$ cat src/rtl/systolic_mac_pe_if.sv
`default_nettype none
// ============================================================================
// Module   : systolic_mac_pe_if
// Purpose  : Operand forwarding, control and result-handshake bundle for one
//            systolic MAC processing element.
// Revision : 1.0
// ============================================================================
interface systolic_mac_pe_if #(
    parameter int DATA_WIDTH = 16,
    parameter int ACC_WIDTH  = 40,
    parameter int KLEN_WIDTH = 8
);
    logic                         clear;
    logic [KLEN_WIDTH-1:0]        k_len;
    logic signed [DATA_WIDTH-1:0] a_in;
    logic                         a_in_valid;
    logic signed [DATA_WIDTH-1:0] b_in;
    logic                         b_in_valid;
    logic signed [DATA_WIDTH-1:0] a_out;
    logic                         a_out_valid;
    logic signed [DATA_WIDTH-1:0] b_out;
    logic                         b_out_valid;
    logic signed [ACC_WIDTH-1:0]  c_out;
    logic                         c_valid;
    logic                         c_ready;
    logic                         busy;
    logic                         err_ovf;
    logic                         err_sat;

    modport slave (
        input  clear, k_len, a_in, a_in_valid, b_in, b_in_valid, c_ready,
        output a_out, a_out_valid, b_out, b_out_valid, c_out, c_valid,
               busy, err_ovf, err_sat
    );

    modport master (
        output clear, k_len, a_in, a_in_valid, b_in, b_in_valid, c_ready,
        input  a_out, a_out_valid, b_out, b_out_valid, c_out, c_valid,
               busy, err_ovf, err_sat
    );
endinterface
`default_nettype wire

$ cat src/rtl/systolic_mac_pe.sv
`default_nettype none
// ============================================================================
// Module   : systolic_mac_pe
// Purpose  : Output-stationary MAC PE; optional clamping accumulator when
//            SYSTOLIC_PE_SATURATE_EN is defined.
// Revision : 1.0
// ============================================================================
module systolic_mac_pe #(
    parameter int DATA_WIDTH = 16,
    parameter int ACC_WIDTH  = 40,
    parameter int KLEN_WIDTH = 8
) (
    input  wire logic        clk,
    input  wire logic        rst,
    systolic_mac_pe_if.slave pe
);
    typedef enum logic [0:0] {IDLE = 1'b0, ACCUM = 1'b1} state_t;

    state_t                         r_state, w_state_n;
    logic signed [ACC_WIDTH-1:0]    r_acc, w_acc_n, w_prod, w_sum;
    logic [KLEN_WIDTH-1:0]          r_cnt, w_cnt_n, r_klen, w_klen_n;
    logic [KLEN_WIDTH-1:0]          w_klen_eff, w_cnt_inc;
    logic signed [2*DATA_WIDTH-1:0] w_prod_full;
    logic                           w_beat, w_done;

    logic signed [DATA_WIDTH-1:0]   r_a_out, r_b_out;
    logic                           r_a_out_valid, r_b_out_valid;
    logic signed [ACC_WIDTH-1:0]    r_c_out;
    logic                           r_c_valid, r_err_ovf;

    assign w_beat      = pe.a_in_valid & pe.b_in_valid;
    assign w_prod_full = pe.a_in * pe.b_in;
    assign w_prod      = ACC_WIDTH'(w_prod_full);
    assign w_klen_eff  = (pe.k_len == '0) ? KLEN_WIDTH'(1) : pe.k_len;
    assign w_cnt_inc   = r_cnt + KLEN_WIDTH'(1);

    // The accumulator is always zero in IDLE, so acc+p also yields the first product.
`ifdef SYSTOLIC_PE_SATURATE_EN
    localparam logic signed [ACC_WIDTH-1:0] C_ACC_MAX = {1'b0, {(ACC_WIDTH-1){1'b1}}};
    localparam logic signed [ACC_WIDTH-1:0] C_ACC_MIN = {1'b1, {(ACC_WIDTH-1){1'b0}}};

    logic signed [ACC_WIDTH:0] w_sum_ext;
    logic                      w_sat_hit;
    logic                      r_err_sat;

    assign w_sum_ext = (ACC_WIDTH+1)'(r_acc) + (ACC_WIDTH+1)'(w_prod);
    assign w_sat_hit = w_sum_ext[ACC_WIDTH] != w_sum_ext[ACC_WIDTH-1];
    assign w_sum     = !w_sat_hit ? w_sum_ext[ACC_WIDTH-1:0]
                     : (w_sum_ext[ACC_WIDTH] ? C_ACC_MIN : C_ACC_MAX);

    always_ff @(posedge clk) begin
        if (rst)
            r_err_sat <= 1'b0;
        else if (!pe.clear && w_beat && w_sat_hit)
            r_err_sat <= 1'b1;
    end

    assign pe.err_sat = r_err_sat;
`else
    assign w_sum      = r_acc + w_prod;
    assign pe.err_sat = 1'b0;
`endif

    always_ff @(posedge clk) begin
        if (rst) begin
            r_state <= IDLE;
            r_acc   <= '0;
            r_cnt   <= '0;
            r_klen  <= '0;
        end else begin
            r_state <= w_state_n;
            r_acc   <= w_acc_n;
            r_cnt   <= w_cnt_n;
            r_klen  <= w_klen_n;
        end
    end

    always_comb begin
        w_state_n = r_state;
        w_acc_n   = r_acc;
        w_cnt_n   = r_cnt;
        w_klen_n  = r_klen;
        w_done    = 1'b0;
        if (pe.clear) begin
            w_state_n = IDLE;
            w_acc_n   = '0;
            w_cnt_n   = '0;
        end else if (w_beat) begin
            if (r_state == IDLE) begin
                w_klen_n = w_klen_eff;
                w_done   = (w_klen_eff == KLEN_WIDTH'(1));
            end else begin
                w_done   = (w_cnt_inc == r_klen);
            end
            if (w_done) begin
                w_state_n = IDLE;
                w_acc_n   = '0;
                w_cnt_n   = '0;
            end else begin
                w_state_n = ACCUM;
                w_acc_n   = w_sum;
                w_cnt_n   = w_cnt_inc;
            end
        end
    end

    always_ff @(posedge clk) begin
        if (rst) begin
            r_a_out       <= '0;
            r_b_out       <= '0;
            r_a_out_valid <= 1'b0;
            r_b_out_valid <= 1'b0;
        end else begin
            r_a_out       <= pe.a_in;
            r_b_out       <= pe.b_in;
            r_a_out_valid <= pe.a_in_valid;
            r_b_out_valid <= pe.b_in_valid;
        end
    end

    // Single-entry result buffer: a draining entry can be replaced in the same cycle.
    always_ff @(posedge clk) begin
        if (rst) begin
            r_c_out   <= '0;
            r_c_valid <= 1'b0;
            r_err_ovf <= 1'b0;
        end else if (w_done) begin
            if (!r_c_valid || pe.c_ready) begin
                r_c_out   <= w_sum;
                r_c_valid <= 1'b1;
            end else begin
                r_err_ovf <= 1'b1;
            end
        end else if (r_c_valid && pe.c_ready) begin
            r_c_valid <= 1'b0;
        end
    end

    assign pe.a_out       = r_a_out;
    assign pe.b_out       = r_b_out;
    assign pe.a_out_valid = r_a_out_valid;
    assign pe.b_out_valid = r_b_out_valid;
    assign pe.c_out       = r_c_out;
    assign pe.c_valid     = r_c_valid;
    assign pe.busy        = (r_state == ACCUM);
    assign pe.err_ovf     = r_err_ovf;
endmodule
`default_nettype wire

$ cat src/flat_wrapper.sv
// flat-port wrapper written by rule: the top's interface ports become plain ports
module systolic_mac_pe_flat 
#(
    parameter int DATA_WIDTH = 16,
    parameter int ACC_WIDTH  = 40,
    parameter int KLEN_WIDTH = 8
)
  (clk, rst, pe_clear, pe_k_len, pe_a_in, pe_a_in_valid, pe_b_in, pe_b_in_valid, pe_c_ready, pe_a_out, pe_a_out_valid, pe_b_out, pe_b_out_valid, pe_c_out, pe_c_valid, pe_busy, pe_err_ovf, pe_err_sat);
  systolic_mac_pe_if #(.DATA_WIDTH(DATA_WIDTH), .ACC_WIDTH(ACC_WIDTH), .KLEN_WIDTH(KLEN_WIDTH)) pe_i ();
  input  wire logic clk;
  input  wire logic rst;
  input wire logic [$bits(pe_i.clear)-1:0] pe_clear;
  input wire logic [$bits(pe_i.k_len)-1:0] pe_k_len;
  input wire logic [$bits(pe_i.a_in)-1:0] pe_a_in;
  input wire logic [$bits(pe_i.a_in_valid)-1:0] pe_a_in_valid;
  input wire logic [$bits(pe_i.b_in)-1:0] pe_b_in;
  input wire logic [$bits(pe_i.b_in_valid)-1:0] pe_b_in_valid;
  input wire logic [$bits(pe_i.c_ready)-1:0] pe_c_ready;
  output wire logic [$bits(pe_i.a_out)-1:0] pe_a_out;
  output wire logic [$bits(pe_i.a_out_valid)-1:0] pe_a_out_valid;
  output wire logic [$bits(pe_i.b_out)-1:0] pe_b_out;
  output wire logic [$bits(pe_i.b_out_valid)-1:0] pe_b_out_valid;
  output wire logic [$bits(pe_i.c_out)-1:0] pe_c_out;
  output wire logic [$bits(pe_i.c_valid)-1:0] pe_c_valid;
  output wire logic [$bits(pe_i.busy)-1:0] pe_busy;
  output wire logic [$bits(pe_i.err_ovf)-1:0] pe_err_ovf;
  output wire logic [$bits(pe_i.err_sat)-1:0] pe_err_sat;
  assign pe_i.clear = pe_clear;
  assign pe_i.k_len = pe_k_len;
  assign pe_i.a_in = pe_a_in;
  assign pe_i.a_in_valid = pe_a_in_valid;
  assign pe_i.b_in = pe_b_in;
  assign pe_i.b_in_valid = pe_b_in_valid;
  assign pe_i.c_ready = pe_c_ready;
  assign pe_a_out = pe_i.a_out;
  assign pe_a_out_valid = pe_i.a_out_valid;
  assign pe_b_out = pe_i.b_out;
  assign pe_b_out_valid = pe_i.b_out_valid;
  assign pe_c_out = pe_i.c_out;
  assign pe_c_valid = pe_i.c_valid;
  assign pe_busy = pe_i.busy;
  assign pe_err_ovf = pe_i.err_ovf;
  assign pe_err_sat = pe_i.err_sat;
  systolic_mac_pe #(.DATA_WIDTH(DATA_WIDTH), .ACC_WIDTH(ACC_WIDTH), .KLEN_WIDTH(KLEN_WIDTH)) u_core (.clk(clk), .rst(rst), .pe(pe_i));
endmodule
$ cat config.mk
export PLATFORM = sky130hd
export DESIGN_NAME = systolic_mac_pe_flat
export DESIGN_NICKNAME = d
export VERILOG_FILES = /design/src/rtl/systolic_mac_pe_if.sv /design/src/rtl/systolic_mac_pe.sv /design/src/flat_wrapper.sv
export SDC_FILE = /design/constraint.sdc
export NUM_CORES = 1
export LEC_CHECK = 0
export BUFFER_PORTS_ARGS = -buffer_cell sky130_fd_sc_hd__buf_4
export CORE_MARGIN = 2
export CORE_UTILIZATION = 45
export CTS_CLUSTER_DIAMETER = 100
export DETAILED_ROUTE_END_ITERATION = 7
export GPL_TIMING_DRIVEN = 0
export HOLD_SLACK_MARGIN = 0.12
export PLACE_DENSITY = 0.74
export SLEW_MARGIN = 40
export SYNTH_ARGS = -nofsm -noshare
export SYNTH_HDL_FRONTEND = slang
export SYNTH_SLANG_ARGS = --single-unit
$ cat constraint.sdc
create_clock -name clk -period 7.3 [get_ports clk]
set_input_delay 1.825 -clock clk [delete_from_list [all_inputs] [get_ports clk]]
set_output_delay 1.825 -clock clk [all_outputs]
set_load 0.02 [all_outputs]
==> out/results.tsv <==
stage	metric	value	unit
outcome	status	finished, violations left	
outcome	violations	setup timing	
drt	drt_iter0_markers	953	
critical_path	reg2reg_depth	20	
sta	fin_ws	-0.298	ns
sta	tightest_slew	0.876	ns
sta	hold_viol	0	
synthesis	synth.top_cell.area_share	38.8	%
worst_hold_path	hold_class	reg2reg	
placement	post-place-cells	2494	
synthesis	syn_area	17000	sq um
synthesis	ys_async_sr_fraction	0	%
critical_path	worstPathMaxFanout	6	
synthesis	syn_nets	2355	
synthesis	synth_top_area_cell	fa_1	
synthesis	ys_seq_elements	133	
clock_network	ctsRootBufferMaster	clkbuf_16	
die	start_util	45.4	%
clock_network	cts_buffers	17	
sta	maxSlewViolCount	0	
drt	post_drt_wl_per_cell	19.1	microns
clock_network	cts.sinks	133	
clock_network	path_clk_slew	0.07	ns
synthesis	synth.avg_cell_area	9.14	sq um
layout	num_antenna_cells	0	
clock_network	clkLatencyLatePin	0.45	ns
sta	period_share	104	%
synthesis	synth-seq-area-share	15.6	%
synthesis	synthTopCellsByArea	fa_1, dfxtp_1, ha_1	
synthesis	synth_edf_count	0	
global_route	grtUsageTotal	26.1	%
clock_network	clockBufferDepth	2	
placement	hpwlAfterDp	38200	microns
critical_path	endpoint_kind	flip-flop	
drt	via_count	13600	
placement	io_buffer_count	120	
synthesis	yosys_warnings	0	
synthesis	synthCells	1863	
synthesis	synth_ff_type	dfxtp_1	
critical_path	timing.rr.start	u_core.r_acc[15]	
critical_path	critPathCapture	u_core.r_acc[38]	
sta	hold-worst-slack	0.453	ns
critical_path	regToRegSetupSlack	1.71	ns
sta	setup_viol	20	
drt	via_per_inst	5.23	
run	maxCapViolCount	0	
layout	instances_no_fill	2598	
global_route	grt.overflow.total	0	
global_route	grt_pass1_wl	77900	microns
global_route	grt_pass1_vias	14200	
layout	area_delta_synth_final	25.1	%
critical_path	r2r-end	u_core.r_acc[32]	
placement	gp_congestion	0.930	
global_route	grt_max_degree	24	
synthesis	synth.distinct_cells	64	
die	dieArea	39400	sq um
worst_hold_path	min-delay-start	u_core.r_acc[28]	
drt	drc	0	
clock_network	cts_hold_buf	0	
critical_path	start_kind	primary input	
drt	drtPass1Iterations	5	
die	coreArea	37500	sq um
critical_path	setup.worst_path.start	pe_a_in[15]	
critical_path	crit_required	7.64	ns
die	std_cell_rows	71	
global_route	antenna_found_initial	2	
layout	final_nets	2566	
die	die_height	198	microns
sta	skew	0.0166	ns
layout	drive_gt1_share	20.7	%
clock_network	htree_levels	4	
critical_path	critPathKind	in2reg	
clock_network	cts_tree	built	
die	io_pins	124	
drt	antenna_left	0	
sta	max_freq	132	MHz
drt	finalWirelength	49700	microns
sta	rsz0062_at_grt	yes	
sta	relSlewSlack	41.6	%
critical_path	arrival	7.94	ns
die	die-width	198	microns
sta	period_needed	7.60	ns
routing by layer:
| layer | global-route usage (%) | routed length, microns |
|---|---|---|
| met4 | 7.96 | 1360 |
| met2 | 43.1 | 23800 |
| met3 | 5.27 | 3800 |
| met1 | 34.8 | 20700 |
| met5 | 0 | 13 |
worst max-delay path, stage by stage:
cell	delay, ns
buf_12	0.11
clkbuf_16	0.15
and2_4	0.17
fa_2	0.54
fa_2	0.68
inv_4	0.08
fa_1	0.49
inv_1	0.06
fa_2	0.59
fa_1	0.44
fa_1	0.55
ha_4	0.24
and3_4	0.16
a221o_1	0.36
a21oi_2	0.18
o211ai_1	0.13
buf_4	0.17
a31o_4	0.26
o41ai_4	0.33
xnor2_2	0.15
a32o_1	0.26
Yosys cell counts, drive strengths merged (3+ instances only):
cell	number
clkbuf	70
o21bai	7
nor3	9
a31oi	6
ha	116
inv	375
a22oi	15
nor2b	46
a21o	24
and3	12
nand2b	7
o21ai	35
xor2	24
nor2	62
nand4	5
nand3	27
nand2	248
nand3b	10
dfxtp	133
buf	7
xnor2	26
o211ai	3
or2	5
and2	121
a211o	3
o21a	3
fa	330
mux2i	5
a21oi	83
nor4	5
a21boi	4
o221ai	3
a211oi	5
layout make-up:
type / count / area, sq um
fillers: 3219 / 16200
multi-input cells: 1278 / 13500
flip-flops and latches: 133 / 2660
repair buffers: 197 / 1710
inverters: 375 / 1420
plain buffers: 72 / 768
well taps: 511 / 639
clock buffers: 17 / 425
clock inverters: 15 / 179
how the worst min path moves through the flow:
stage	depth (start not counted)	slack (ns)	end
5_1_grt	2	0.47	u_core.r_acc[28]
2_1_floorplan	2	0.43	u_core.r_acc[15]
3_5_place_dp	2	0.45	u_core.pe.c_out[30]
6_report	2	0.45	u_core.r_acc[28]
4_1_cts	2	0.46	u_core.r_acc[28]
3_3_place_gp	2	0.44	u_core.r_acc[15]
kinds of logic after synthesis:
logic type,share of synthesized area (%)
adders and majority gates,47.3
AOI/OAI and AO/OA,7.77
other,0.0220
DFF,15.6
and+or+nand+nor,16.3
buffers and inverters,10.1
xor gates and xnor gates,2.57
muxes,0.294
sequential cells by signal, indices dropped and copies added (netlist names):
name,count
u_core.pe.b_out_valid,1
u_core.pe.c_out,40
u_core.pe.err_ovf,1
u_core.pe.a_out,16
u_core.pe.a_out_valid,1
u_core.pe.busy,1
u_core.r_acc,40
u_core.r_cnt,8
u_core.r_klen,8
u_core.pe.c_valid,1
u_core.pe.b_out,16
stage by stage:
| stage | worst slack, ns | util [%] | cell area, sq um | setup TNS [ns] |
|---|---|---|---|---|
| floorplan | -0.255 | - | 17300 | -1.77 |
| global placement | -1.60 | 50.1 | 18800 | -45.18 |
| detailed placement | -1.62 | 50.1 | 18800 | -46.50 |
| CTS | -0.188 | 54.7 | 20500 | -1.44 |
| global route | -0.416 | 56.8 | 21300 | -6.62 |
| finish | -0.298 | 56.8 | 21300 | -2.31 |
timing repair:
item,4_1_cts,5_1_grt
buffers inserted,44,33
pin swaps,80,102
endpoints found under the setup margin,41,42
gates cloned,2,2
resized for setup,184,139
layout by cell type, fill, tap and decap left out, types with 6 or more instances in the layout:
| cell type | count |
|---|---|
| inv_1 | 349 |
| fa_1 | 307 |
| nand2_1 | 240 |
| buf_4 | 166 |
| dfxtp_1 | 133 |
| and2_1 | 109 |
| ha_1 | 93 |
| a21oi_1 | 67 |
| nor2_1 | 58 |
| nor2b_1 | 46 |
| clkbuf_1 | 34 |
| clkbuf_16 | 32 |
| a21o_1 | 24 |
| nand3_1 | 24 |
| fa_2 | 23 |
| xnor2_1 | 21 |
| buf_6 | 20 |
| inv_2 | 20 |
| buf_8 | 19 |
| ha_4 | 19 |
| xor2_1 | 18 |
| o21ai_0 | 15 |
| a22oi_1 | 14 |
| o21ai_1 | 14 |
| a21oi_2 | 13 |
| and2_4 | 12 |
| nand3b_1 | 10 |
| buf_12 | 8 |
| nand2b_1 | 7 |
| nor3_1 | 7 |
| o21bai_1 | 6 |
| and3_1 | 6 |
| and3_4 | 6 |
| o21ai_2 | 6 |
Power is left out: the tool's default activity adds up to more than one toggle a clock period on the data nets, which glitch-free logic cannot reach.
